### config.mk
export PLATFORM = sky130hd
export DESIGN_NAME = reg_bus_master
export DESIGN_NICKNAME = d
export VERILOG_FILES = /design/src/rtl/reg_bus_master.sv
export SDC_FILE = /design/constraint.sdc
export NUM_CORES = 1
export LEC_CHECK = 0
export CAP_MARGIN = 20
export CORE_ASPECT_RATIO = 1.2
export CORE_MARGIN = 1
export CORE_UTILIZATION = 34
export DETAILED_ROUTE_END_ITERATION = 6
export GPL_ROUTABILITY_DRIVEN = 0
export MAX_ROUTING_LAYER = met4
export PLACE_DENSITY = 0.7
export SYNTH_ARGS = -nofsm -noshare
export SYNTH_HDL_FRONTEND = slang
export SYNTH_SLANG_ARGS = --single-unit
export TNS_END_PERCENT = 1
### constraint.sdc
create_clock -name clk -period 1.8 [get_ports clk]
set_clock_uncertainty 0.05 [all_clocks]
set_input_delay 0.18 -clock clk [delete_from_list [all_inputs] [get_ports clk]]
set_output_delay 0.18 -clock clk [all_outputs]
set_load 0.01 [all_outputs]
### src/rtl/reg_bus_master.sv
// Single-outstanding initiator for the GPIO/chip-info register bus; all outputs registered.
// Optional address rejection is enabled by defining REG_BUS_MASTER_ADDR_CHECK_EN.
module reg_bus_master #(
    parameter int unsigned READ_LATENCY = 1
) (
    input  logic        clk,
    input  logic        reset,
    input  logic        cmd_valid,
    output logic        cmd_ready,
    input  logic        cmd_r_wn,
    input  logic [2:0]  cmd_addr,
    input  logic [3:0]  cmd_wben,
    input  logic [31:0] cmd_wdata,
    output logic        rsp_valid,
    input  logic        rsp_ready,
    output logic [31:0] rsp_rdata,
    output logic        rsp_err,
    output logic [2:0]  bus_addr,
    output logic [3:0]  bus_wben,
    output logic        bus_r_wn,
    output logic [31:0] bus_wdata,
    input  logic [31:0] bus_rdata,
    output logic [1:0]  fsm_state
);

    // Handshakes: a command transfers on a clk edge where cmd_valid & cmd_ready are both high;
    // a response transfers on a clk edge where rsp_valid & rsp_ready are both high.

    typedef enum logic [1:0] {IDLE, ISSUE, WAIT, RESP} state_t;

    state_t      state, next;
    logic [2:0]  cnt, cnt_d;
    logic        reject;
    logic        cmd_ready_d, rsp_valid_d, rsp_err_d, bus_r_wn_d;
    logic [31:0] rsp_rdata_d, bus_wdata_d;
    logic [2:0]  bus_addr_d;
    logic [3:0]  bus_wben_d;

    assign fsm_state = state;

`ifdef REG_BUS_MASTER_ADDR_CHECK_EN
    always_comb begin
        reject = 1'b0;
        if (cmd_r_wn)
            reject = (cmd_addr == 3'd7);
        else
            reject = (cmd_addr == 3'd0) || (cmd_addr == 3'd1) ||
                     (cmd_addr == 3'd3) || (cmd_addr == 3'd7);
    end
`else
    assign reject = 1'b0;
`endif

    always_comb begin
        next        = state;
        cnt_d       = cnt;
        bus_addr_d  = bus_addr;
        bus_wben_d  = bus_wben;
        bus_r_wn_d  = bus_r_wn;
        bus_wdata_d = bus_wdata;
        rsp_rdata_d = rsp_rdata;
        rsp_err_d   = rsp_err;
        case (state)
            IDLE: begin
                if (cmd_valid && cmd_ready) begin
                    if (reject) begin
                        next        = RESP;
                        rsp_rdata_d = 32'd0;
                        rsp_err_d   = 1'b1;
                    end else begin
                        next        = ISSUE;
                        rsp_err_d   = 1'b0;
                        bus_addr_d  = cmd_addr;
                        bus_r_wn_d  = cmd_r_wn;
                        bus_wben_d  = cmd_r_wn ? 4'd0 : cmd_wben;
                        bus_wdata_d = cmd_r_wn ? bus_wdata : cmd_wdata;
                    end
                end
            end
            ISSUE: begin
                // bus_r_wn low here means the current command is a write
                if (!bus_r_wn) begin
                    next        = RESP;
                    rsp_rdata_d = 32'd0;
                    bus_r_wn_d  = 1'b1;
                    bus_wben_d  = 4'd0;
                end else begin
                    next  = WAIT;
                    cnt_d = 3'(READ_LATENCY);
                end
            end
            WAIT: begin
                if (cnt == 3'd1) begin
                    next        = RESP;
                    rsp_rdata_d = bus_rdata;
                end else begin
                    cnt_d = cnt - 3'd1;
                end
            end
            RESP: begin
                if (rsp_ready)
                    next = IDLE;
            end
            default: next = IDLE;
        endcase
        cmd_ready_d = (next == IDLE);
        rsp_valid_d = (next == RESP);
    end

    always_ff @(posedge clk) begin
        if (reset) begin
            state     <= IDLE;
            cnt       <= 3'd0;
            cmd_ready <= 1'b0;
            rsp_valid <= 1'b0;
            rsp_rdata <= 32'd0;
            rsp_err   <= 1'b0;
            bus_addr  <= 3'd0;
            bus_wben  <= 4'd0;
            bus_r_wn  <= 1'b1;
            bus_wdata <= 32'd0;
        end else begin
            state     <= next;
            cnt       <= cnt_d;
            cmd_ready <= cmd_ready_d;
            rsp_valid <= rsp_valid_d;
            rsp_rdata <= rsp_rdata_d;
            rsp_err   <= rsp_err_d;
            bus_addr  <= bus_addr_d;
            bus_wben  <= bus_wben_d;
            bus_r_wn  <= bus_r_wn_d;
            bus_wdata <= bus_wdata_d;
        end
    end

endmodule

==> results.py <==
metrics = {
    "outcome": {
        "status": "completed",
    },
    "synthesis": {
        "netlist_area_um2": 3080,
        "avgSynthCellArea_um2": 8.26,
        "synth_cells": 373,
        "syn_nets": 455,
        "synth_top_cell_area_share_pct": 51.4,
        "ys_async_sr_fraction_pct": 0,
        "ys.flop_type": "dfxtp_1",
        "synth_area_leaders": "dfxtp_1 51%, nand2_1 12%, a21oi_1 11%, nand3_1 6.0%, ha_1 2.4%",
        "ys_types": 37,
        "synth_warnings": 0,
        "synth_area_leader_cell": "dfxtp_1",
        "ys_seq_area_share_pct": 51.4,
        "ys_seq_elements": 79,
        "synth_edf_count": 0,
    },
    "worst_setup_path": {
        "timing.rr.start": "fsm_state[0]$_SDFF_PP0_",
        "r2r-end": "rsp_rdata[30]$_SDFFE_PP0P_",
        "cp_max_fo": 16,
        "cp-end-kind": "flop",
        "rr_worst_depth": 8,
        "worstSetupEndpoint": "rsp_rdata[30]$_SDFFE_PP0P_",
        "crit_start": "fsm_state[0]$_SDFF_PP0_",
        "critPathArrivalTime_ns": 2.02,
        "critPathKind": "flop to flop",
        "startpoint_type": "flop",
        "rrSetupSlack_ns": 0.02,
        "worstPathRequired_ns": 2.04,
    },
    "floorplanning": {
        "std_cell_rows": 37,
        "fp.dieW_um": 88.9,
        "core_um2": 8700,
        "io-pin-count": 153,
        "dieArea_um2": 9440,
        "die_h_um": 106,
        "initial_utilization_pct": 35.4,
    },
    "finish": {
        "diodes": 0,
        "fin_cells": 648,
        "areaGrowthSynthToFinish_pct": 63.8,
        "drive_gt1_share_pct": 9.79,
        "layout_commonest_cell": "clkdlybuf4s50_1",
        "fill_cells": 791,
        "multi_input_area_um2": 1350,
        "final_area_um2": 5040,
        "fin_util_pct": 58.0,
        "regArea_um2": 1580,
        "final_cell_mix": "150 x clkdlybuf4s50_1, 101 x nand2_1, 78 x dfxtp_1",
        "nNetsFinal": 608,
    },
    "pwr": {
        "leakagePower_uw": 0.00174,
        "switching_share_pct": 33.1,
        "p_seq_share_pct": 39.2,
        "vdd_drop_max_v": 0.000642,
        "internal_power_uw": 3350,
        "switchingPower_uw": 1660,
        "p_comb_share_pct": 35.5,
        "power_density_nw_per_um2": 994,
        "p_clk_share_pct": 25.3,
        "power.total_uw": 5010,
    },
    "drt": {
        "drt_wl_total_mm": 9.01,
        "via_per_inst": 4.82,
        "drc": 0,
        "drt_pass1_iterations": 4,
        "wl_per_cell_um": 13.9,
        "antenna_left": 0,
        "drt-initial-drc-count": 168,
        "vias": 3122,
    },
    "clock_tree": {
        "cts-root-buf": "clkbuf_8",
        "cts_tree": "done",
        "insertion_delay_ns": 0.35,
        "htree_levels": 3,
        "clkSinkCount": 79,
        "clkTransAtPathRegs_ns": 0.09,
        "cts_buffers": 9,
        "clk_path_buf_depth": 2,
        "cts_hold_buf": 0,
    },
    "place": {
        "dpl_cell_area_um2": 4760,
        "io_buffers": 151,
        "placed_cells": 629,
        "hpwlAfterDp_mm": 6.19,
    },
    "global_route": {
        "overflow": 0,
        "track_usage_pct": 18.3,
        "grt_pass1_vias": 2852,
        "grt_max_degree": 34,
        "grt_pass1_wl_mm": 13.1,
        "antenna_found_initial": 0,
    },
    "timing": {
        "maxSlewViolCount": 0,
        "setup_viol": 0,
        "fin_crit_sh_pct": 98.7,
        "timing.final.crit_period_ns": 1.78,
        "rsz0062_at_grt": "yes",
        "timing.fmax_ghz": 0.563,
        "hold_violations": 0,
        "timing.hold.ws_ns": 0.233,
    },
    "job": {
        "cap_viol_max_count": 0,
    },
    "hold_path": {
        "hold_class": "input pin to flop",
    },
}
[Yosys cell counts, types with 2 or more instances]
master	instances
a211o_1	2
a211oi_1	2
a21oi_1	69
a311oi_1	2
a32oi_1	2
buf_2	10
buf_4	4
buf_6	4
clkbuf_1	10
dfxtp_1	79
ha_1	6
inv_1	6
mux2i_1	3
nand2_1	101
nand3_1	37
nor2_1	12
nor2b_1	3
nor3b_1	2
[state kept, by name (all words and copies together), names as in the netlist]
register,flops
rsp_rdata,32
cmd_ready,1
cnt,3
bus_wben,4
bus_r_wn,1
fsm_state,2
bus_addr,3
bus_wdata,32
rsp_valid,1
[area by class of cell]
cell class	count	area share (%)
well taps	117	2.90
inverters	7	0.521
flip-flops and latches	79	31.4
repair buffers	170	34.7
clock inverters	5	0.819
multi-input cells	259	26.7
clock buffers	11	3.00
[critical path: stages (launching register included)]
cell and delay (ns):
dfxtp_1 0.37, inv_1 0.10, ha_2 0.23, buf_4 0.16, a211oi_4 0.23, buf_6 0.16
clkbuf_16 0.17, nand3_1 0.08, a21oi_1 0.17
[metrics by stage]
step	TNS [ns]	setup WS, ns
final	0	0.0240
after global routing	-0.727	-0.0487
after CTS	0	0.0386
after detailed placement	0	0.0714
after global placement	0	0.127
after floorplan	0	0.0602
[power by group through the flow]
| stage | clock network (µW) | logic [µW] | registers, µW |
|---|---|---|---|
| detailed placement | 0 | 1590 | 2000 |
| global route | 1390 | 1930 | 1980 |
| CTS | 1320 | 1600 | 1960 |
| floorplan | 0 | 841 | 2060 |
| finish | 1270 | 1780 | 1960 |
| global placement | 0 | 1560 | 1990 |
[worst min path at each step]
stage,startpoint,to,cells after the start
after global routing,reset,cnt[2]$_SDFFE_PP0P_,2
after floorplan,cmd_wdata[0],bus_wdata[0]$_SDFFE_PP0P_,2
after global placement,rsp_rdata[22]$_SDFFE_PP0P_,rsp_rdata[22]$_SDFFE_PP0P_,2
after detailed placement,rsp_rdata[22]$_SDFFE_PP0P_,rsp_rdata[22]$_SDFFE_PP0P_,2
final,reset,fsm_state[1]$_SDFF_PP0_,2
after CTS,reset,fsm_state[1]$_SDFF_PP0_,2
[routing by layer]
metal / track usage (%) / vias up / share of wire, % / routed length [µm]
li1: - / 1546 / - / -
met1: 19.9 / 1438 / 40 / 3630
met2: 31.5 / 123 / 51 / 4620
met3: 4.58 / 15 / 6.6 / 591
met4: 7.26 / 0 / 1.9 / 174
met5: - / - / 0 / 0
[kinds of logic after synthesis]
kind of cell	after synthesis	synth area share (%)
AND/OR/NAND/NOR	166	23.7
flip-flops	79	51.4
AO/OA/AOI/OAI	83	15.2
multiplexers	3	0.975
adder cells (fa/ha/maj)	6	2.44
other	1	0.122
buffers and inverters	35	6.14
[timing repair]
item	4_1_cts	5_1_grt
setup endpoints to repair	0	24
gates resized for setup	0	9
buffers inserted	0	1
(Power assumes the default switching activity.)
